[src/rtl/romulus_pkg.sv]
// Shared definitions for the Romulus block-counter tweakey lane.
// Holds the domain separator bytes, the default feedback polynomials,
// the lane width helper and the stepping FSM state type.
package romulus_pkg;

    // Domain separator bytes placed below the counter bytes in the lane
    localparam logic [7:0] DOM_AD  = 8'h08;
    localparam logic [7:0] DOM_MSG = 8'h04;
    localparam logic [7:0] DOM_TAG = 8'h15;

    // Feedback masks: x^56+x^7+x^4+x^2+1 and x^8+x^4+x^3+x^2+1 (8-bit test counter)
    localparam logic [55:0] POLY_56 = 56'h95;
    localparam logic [7:0]  POLY_8  = 8'h1D;

    // Lane width: 64 bits for the half tweakey, 128 bits for the full one
    function automatic int tkz_w(input int full_tk);
        return 64 + 64 * ((full_tk != 0) ? 1 : 0);
    endfunction

    // Stepping FSM: a 2-step request spends its second cycle in ST_STEP2
    typedef enum logic [0:0] {
        ST_IDLE  = 1'b0,
        ST_STEP2 = 1'b1
    } cnt_state_t;

endpackage

[src/rtl/romulus_lfsr_step.sv]
// Combinational single LFSR step: shift left, fold POLY back in when the
// MSB falls off the top.
module romulus_lfsr_step #(
    parameter int               CNT_W = 56,
    parameter logic [CNT_W-1:0] POLY  = CNT_W'(56'h95)
) (
    input  logic [CNT_W-1:0] cur,
    output logic [CNT_W-1:0] nxt
);

    assign nxt = {cur[CNT_W-2:0], 1'b0} ^ (cur[CNT_W-1] ? POLY : '0);

endmodule

[src/rtl/romulus_cnt_unit.sv]
// LFSR block counter plus domain byte forming the TK3 counter lane.
// Advances 1 or 2 LFSR steps per valid/ready request, flags (sticky) when
// the counter returns to its seed, and emits the byte-reversed lane.
// Optional checkpoint/restore is built when ROMULUS_CNT_CHECKPOINT_EN is
// defined; without it save/restore are ignored.
module romulus_cnt_unit
    import romulus_pkg::*;
#(
    parameter int               CNT_W   = 56,
    parameter logic [CNT_W-1:0] POLY    = CNT_W'(POLY_56),
    parameter int               FULL_TK = 0,
    localparam int              TKZ_W   = tkz_w(FULL_TK)
) (
    input  logic             clk,
    input  logic             rst_n,
    input  logic             init,
    input  logic             dom_load,
    input  logic [7:0]       domain,
    input  logic             step_valid,
    input  logic [1:0]       step_n,
    output logic             step_ready,
    input  logic             save,
    input  logic             restore,
    output logic [CNT_W-1:0] counter,
    output logic [TKZ_W-1:0] tkz,
    output logic             exhausted
);

    localparam logic [CNT_W-1:0] SEED = CNT_W'(1);

    generate
        if ((CNT_W % 8) != 0 || CNT_W < 8 || CNT_W > 120 || (CNT_W + 8) > TKZ_W) begin : g_bad_cfg
            $error("romulus_cnt_unit: unsupported CNT_W/FULL_TK combination");
        end
    endgenerate

    cnt_state_t       state_reg;
    logic [CNT_W-1:0] counter_reg;
    logic [7:0]       domain_reg;
    logic             exhausted_reg;
    logic [CNT_W-1:0] step_next;
    logic             accept;
    logic             do_step;
    logic             do_restore;

    // Single shared step function: both FSM states advance from counter_reg
    romulus_lfsr_step #(
        .CNT_W (CNT_W),
        .POLY  (POLY)
    ) u_step (
        .cur (counter_reg),
        .nxt (step_next)
    );

`ifdef ROMULUS_CNT_CHECKPOINT_EN
    logic [CNT_W-1:0] ckpt_reg;
    logic             ckpt_exh_reg;

    assign do_restore = restore;

    // Checkpoint snapshot of counter and exhaustion flag (pre-update values)
    always_ff @(posedge clk or negedge rst_n) begin
        if (!rst_n) begin
            ckpt_reg     <= SEED;
            ckpt_exh_reg <= 1'b0;
        end else if (init) begin
            ckpt_reg     <= SEED;
            ckpt_exh_reg <= 1'b0;
        end else if (save) begin
            ckpt_reg     <= counter_reg;
            ckpt_exh_reg <= exhausted_reg;
        end
    end
`else
    // Checkpointing not built: save/restore are accepted but have no effect
    logic unused_ckpt_in;
    assign unused_ckpt_in = &{1'b0, save, restore};
    assign do_restore     = 1'b0;
`endif

    assign step_ready = (state_reg == ST_IDLE);
    assign accept     = step_valid & step_ready;
    // step_n = 0 completes the handshake without moving anything
    assign do_step    = (accept && (step_n != 2'd0)) || (state_reg == ST_STEP2);

    // Counter, exhaustion flag and FSM: init > restore > step
    always_ff @(posedge clk or negedge rst_n) begin
        if (!rst_n) begin
            counter_reg   <= SEED;
            exhausted_reg <= 1'b0;
            state_reg     <= ST_IDLE;
        end else if (init) begin
            counter_reg   <= SEED;
            exhausted_reg <= 1'b0;
            state_reg     <= ST_IDLE;
        end else if (do_restore) begin
`ifdef ROMULUS_CNT_CHECKPOINT_EN
            counter_reg   <= ckpt_reg;
            exhausted_reg <= ckpt_exh_reg;
`endif
            state_reg     <= ST_IDLE;
        end else if (do_step) begin
            // Once the period is used up the counter freezes but the
            // handshake timing stays the same
            if (!exhausted_reg) begin
                counter_reg <= step_next;
                if (step_next == SEED) begin
                    exhausted_reg <= 1'b1;
                end
            end
            if (state_reg == ST_IDLE && step_n[1]) begin
                state_reg <= ST_STEP2;
            end else begin
                state_reg <= ST_IDLE;
            end
        end
    end

    // Domain byte register, independent of stepping
    always_ff @(posedge clk or negedge rst_n) begin
        if (!rst_n) begin
            domain_reg <= 8'h00;
        end else if (init) begin
            domain_reg <= 8'h00;
        end else if (dom_load) begin
            domain_reg <= domain;
        end
    end

    // Lane assembly: counter bytes reversed at the top, domain below, zero pad
    always_comb begin
        tkz = '0;
        for (int k = 0; k < CNT_W / 8; k++) begin
            tkz[TKZ_W-1-8*k -: 8] = counter_reg[8*k +: 8];
        end
        tkz[TKZ_W-1-CNT_W -: 8] = domain_reg;
    end

    assign counter   = counter_reg;
    assign exhausted = exhausted_reg;

endmodule
[config.mk]
export PLATFORM = sky130hd
export DESIGN_NAME = romulus_cnt_unit
export DESIGN_NICKNAME = d
export VERILOG_FILES = /design/src/rtl/romulus_pkg.sv /design/src/rtl/romulus_lfsr_step.sv /design/src/rtl/romulus_cnt_unit.sv
export SDC_FILE = /design/constraint.sdc
export NUM_CORES = 1
export LEC_CHECK = 0
export ABC_AREA = 1
export BUFFER_PORTS_ARGS = -buffer_cell sky130_fd_sc_hd__buf_2
export CAP_MARGIN = 20
export CELL_PAD_IN_SITES_DETAIL_PLACEMENT = 1
export CELL_PAD_IN_SITES_GLOBAL_PLACEMENT = 1
export CORE_MARGIN = 2
export CORE_UTILIZATION = 31
export CTS_CLUSTER_DIAMETER = 40
export CTS_CLUSTER_SIZE = 12
export DETAILED_ROUTE_END_ITERATION = 8
export PLACE_DENSITY_LB_ADDON = 0.1
export SETUP_SLACK_MARGIN = 0.3
export SLEW_MARGIN = 30
export SYNTH_ARGS = -nofsm -noshare
export SYNTH_HDL_FRONTEND = slang
export SYNTH_SLANG_ARGS = --single-unit
[constraint.sdc]
create_clock -name clk -period 1.1 [get_ports clk]
set_input_delay 0.055 -clock clk [delete_from_list [all_inputs] [get_ports clk]]
set_output_delay 0.055 -clock clk [all_outputs]
set_load 0.02 [all_outputs]
[Yosys cells after proc, flatten, opt, wreduce, memory -nomap -nowiden]
Index checks and enable logic that the tools add are counted.
Word-level totals
  output and inout bits: 122
  register bits: 66
  input port bits: 17
  word-level logic and storage cells: 29
Cells by class
  reductions and logical operators: 7
  bitwise operators: 3
  eq/ne operators: 2
  multiplexer cells: 13
Operators with widths (count)
  two-way mux 56 bit: 3
  == test 56 x 1 -> 1 bit, second input constant: 1
  XOR 56 bit: 1
  two-way mux 8 bit: 3
  two-way mux 1 bit: 7
  nonzero test 2 bit: 3
  logical AND 1 bit: 2
  inequality test 2 bit, second input constant: 1
  AND reduction 2 bit: 1
  bitwise AND 1 bit: 1
  logical OR 1 bit: 1
  NOT 1 bit: 1

[Longest topological paths before layout]
  word-level depth: 7
  depth in mapped cells: 8
  gate-level depth less buffers: 8

[Modules after synthesis]
A second synthesis with hierarchy kept.
Unflattened totals
  cell total of the unflattened synthesis: 464
  area, all modules: 3698.5 sq um
Modules (own cells, without submodules)
  romulus_cnt_unit: sequential area each 1652.8 sq um, area each 3251.9 sq um, cells an instance 398, times used 1
  romulus_lfsr_step: sequential area each 0.0 sq um, area each 446.7 sq um, cells an instance 66, times used 1

[Worst setup path before layout]
No wires, ideal clock.
  path kind: flip-flop to flip-flop
  from: reg state_reg
  to: reg counter_reg[14] (netlist: counter[14])
  slack: -0.161 ns
  path buffers: 2
  stages on the path, launching flop included: 8
  arrival time: 1.187 ns
  period minus slack after synthesis: 1.261 ns
  data required time: 1.026 ns
  setup time: 0.074 ns
  cells stage by stage: dfrtp_1 > inv_1 > nand2_1 > nand2_2 > nand2_1 > buf_2 > buf_6 > o21ai_2
On the way
  word-level cells in the longest chain between the ends: 6
RTL lines
  from (decl): line romulus_cnt_unit.sv:37  | cnt_state_t state_reg;
  from (signal assigned): line romulus_cnt_unit.sv:91  | state_reg <= ST_IDLE;
  from (signal assigned): line romulus_cnt_unit.sv:95  | state_reg <= ST_IDLE;
  from (signal assigned): line romulus_cnt_unit.sv:101  | state_reg <= ST_IDLE;
  NOT 1 bit: line romulus_cnt_unit.sv:81  | assign step_ready = (state_reg == ST_IDLE);
  named net step_ready: line romulus_cnt_unit.sv:21  | output logic step_ready,
  bitwise AND 1 bit: line romulus_cnt_unit.sv:82  | assign accept = step_valid & step_ready;
  logical AND 1 bit: line romulus_cnt_unit.sv:84  | assign do_step = (accept && (step_n != 2'd0)) || (state_reg == ST_STEP2);
  logical OR 1 bit: line romulus_cnt_unit.sv:84
  nonzero test 2 bit (no source line)
  AND reduction 2 bit (no source line)
  to (signal assigned): line romulus_cnt_unit.sv:106  | counter_reg <= step_next;
  to (decl): line romulus_cnt_unit.sv:38  | logic [CNT_W-1:0] counter_reg;
The timed path passes the listed nets, and every way through them passes these cells.
A chain may end at the register's enable or synchronous reset.

[Worst setup path after layout]
  from: reg state_reg
  to: reg counter_reg[52] (netlist: counter[52])
On the way
  word-level cells in the longest chain between the ends: 6
RTL lines (line)
  NOT 1 bit: romulus_cnt_unit.sv:81
  bitwise AND 1 bit: romulus_cnt_unit.sv:82
  logical AND 1 bit: romulus_cnt_unit.sv:84
  logical OR 1 bit *: romulus_cnt_unit.sv:84
  nonzero test 2 bit (no source line) *
  AND reduction 2 bit (no source line) *
Every way passes the cells marked *; elsewhere a longest branch is shown, timed or not.

==> impl_metrics.env <==
export IMPL_relSlewSlack=0.7501
export IMPL_cts_tree="yes"
export IMPL_portBuffers=136
export IMPL_die_area_um2=11710
export IMPL_mostFrequentLayoutCells="buf_6, dfrtp_1, buf_4"
export IMPL_hold_viol_final=0
export IMPL_syn_nets=405
export IMPL_post_drt_via_cell_ratio=4.723
export IMPL_routedWlPerCell_um=16.87
export IMPL_rows=38
export IMPL_synth_cell_type_count=20
export IMPL_vias=3462
export IMPL_grt_usage=0.2159
export IMPL_worstMarginPinSlew_ns=0.3749
export IMPL_detailed_place_hpwl_um=7475
export IMPL_post_route_min_period_ns=1.175
export IMPL_cap_violations=0
export IMPL_dr_pass1_iters=4
export IMPL_clock_path_buffers=2
export IMPL_hold_depth=3
export IMPL_ant_nets=0
export IMPL_clock_skew_ns=0.008269
export IMPL_cts_sinks=66
export IMPL_grt_pass1_wl_um=19560
export IMPL_multi_input_comb_area_um2=1309
export IMPL_crit_type="flop to flop"
export IMPL_max_clock_freq_mhz=851.1
export IMPL_syn_area_um2=3367
export IMPL_antenna_cells=0
export IMPL_setup_viol=59
export IMPL_synth_top_cell_area_share=0.4831
export IMPL_clk_latency_ns=0.35
export IMPL_die_w_um=108.2
export IMPL_power_density_nw_per_um2=826.3
export IMPL_status="finished, violations left"
export IMPL_p_leak_nw=3.050
export IMPL_fin_ws_ns=-0.07495
export IMPL_die_h_um=108.2
export IMPL_fin_crit_sh=1.068
export IMPL_reg2reg_setup_slack_ns=-0.07
export IMPL_synth_area_per_cell_um2=8.678
export IMPL_slew_violations=0
export IMPL_reg2reg_depth=6
export IMPL_grt_max_degree=33
export IMPL_yosys_top_cells_area="dfrtp_1, buf_4, nand3_1"
export IMPL_yosys_area_top_type="dfrtp_1"
export IMPL_grt_pass1_vias=3765
export IMPL_drc=0
export IMPL_wirelength_um=12360
export IMPL_synth_cells=388
export IMPL_drt_initial_drc_count=90
export IMPL_rsz0062_at_grt="yes"
export IMPL_seq_area_um2=1663
export IMPL_htree_num_levels=3
export IMPL_arrival_ns=1.44
export IMPL_start_kind="flop"
export IMPL_synth_ff_latch_count=66
export IMPL_worstPathMaxFanout=5
export IMPL_core_area_um2=10700
export IMPL_yosysWarnings=0
export IMPL_nFillCells=1163
export IMPL_cp_required_ns=1.37
export IMPL_path_clk_slew_ns=0.07
export IMPL_synth_seq_area_share=0.4909
export IMPL_hold_path_class="input pin to flop"
export IMPL_final_nets=605
export IMPL_place_gp_congestion=0.7841
export IMPL_initial_core_util=0.3147
export IMPL_antenna_found_initial=0
export IMPL_cts_buffers=9
export IMPL_gr_total_overflow=0
export IMPL_largest_reg_flops=56
export IMPL_ir_drop_mv=0.5648
export IMPL_area_delta_synth_final_pct=87.77
export IMPL_finalPower_mw=5.224
export IMPL_hold_ws_ns=0.05743
export IMPL_endpoint_kind="flop"
export IMPL_root_buffer="clkbuf_8"
export IMPL_io_pins=139
export IMPL_final_common_cell="buf_6"
export IMPL_layout_drive_gt1_share=0.5902
export IMPL_violations="setup timing"
critical path: stages, from the launching register on:
cell and delay (ns):
dfrtp_1 0.37, inv_2 0.11, nand2_4 0.09, nand2_8 0.15, nand2_8 0.09, clkbuf_16 0.18, o21ai_2 0.11
per-stage QoR:
stage | std cells | setup slack (ns) | instance area (um^2) | utilization | setup TNS, ns
5_1_grt | 733 | -0.1338 | 6322 | 0.5910 | -6.323
3_5_place_dp | 665 | -0.07242 | 4471 | 0.4179 | -1.234
2_1_floorplan | 388 | -0.05211 | 3467 | - | -0.7998
3_3_place_gp | 665 | -0.03695 | 4471 | 0.4179 | -0.3308
6_report | 733 | -0.07495 | 6322 | 0.5910 | -2.506
4_1_cts | 727 | -0.07055 | 6118 | 0.5719 | -0.9221
power by group:
group          total [mW]  switching [mW]  internal, mW
clock network        1.81           0.934         0.872
logic               0.926           0.509         0.416
registers            2.49          0.0286          2.46
routing by layer:
metal  global-route usage  share of wire  vias up  routed length [um]
met3              0.02954          0.035       11                 431
met2               0.3765           0.53       86                6535
met5                    0              0        -                   0
li1                     -              -     1623                   -
met4              0.06868          0.011        0                 140
met1               0.2768           0.43     1742                5256
what timing repair did:
item,4_1_cts,5_1_grt
pin swaps,3,2
hold buffers,11,0
setup endpoints to repair,179,201
cloned,0,2
hold endpoints to repair,18,0
buffers inserted,35,4
gates resized for setup,355,26
layout make-up:
cell class	instances	share of cell area
clock inverters	3	0.002375
clock buffers	13	0.02355
well taps	140	0.02771
repair buffers	268	0.4510
multi-input cells	201	0.2070
flip-flops and latches	66	0.2630
inverters	42	0.02533
synthesized netlist by cell type:
cell       n
o31ai_1   24
o21ai_1    1
nand2_1   31
buf_1      4
buf_2      9
clkbuf_1   9
dfstp_2    1
a21oi_1    2
nand3_1   63
buf_6      1
nor2_1    35
or2_2      1
o21ai_0   29
dfrtp_1   65
inv_1     42
o21ai_2   10
xnor2_1    1
buf_4     56
nand4_1    3
nand2_2    1
path summary, 6_finish.rpt:
path,from,to
max reg2reg,state_reg,counter[52]
max,state_reg,counter[52]
max in group asynchronous,rst_n,counter[31]
min,dom_load,domain_reg[3]
min in group asynchronous,rst_n,counter[22]
min reg2reg,domain_reg[7],domain_reg[7]
cell families (layout without fill, tap and decap cells):
family          Yosys count  count (layout)  synth area share
flops                    66              66            0.4909
xor+xnor                  1               1          0.002602
simple gates            134             134            0.1765
buf+inv                 121             326            0.2029
compound gates           66              66            0.1271
(Power assumes the default switching activity.)
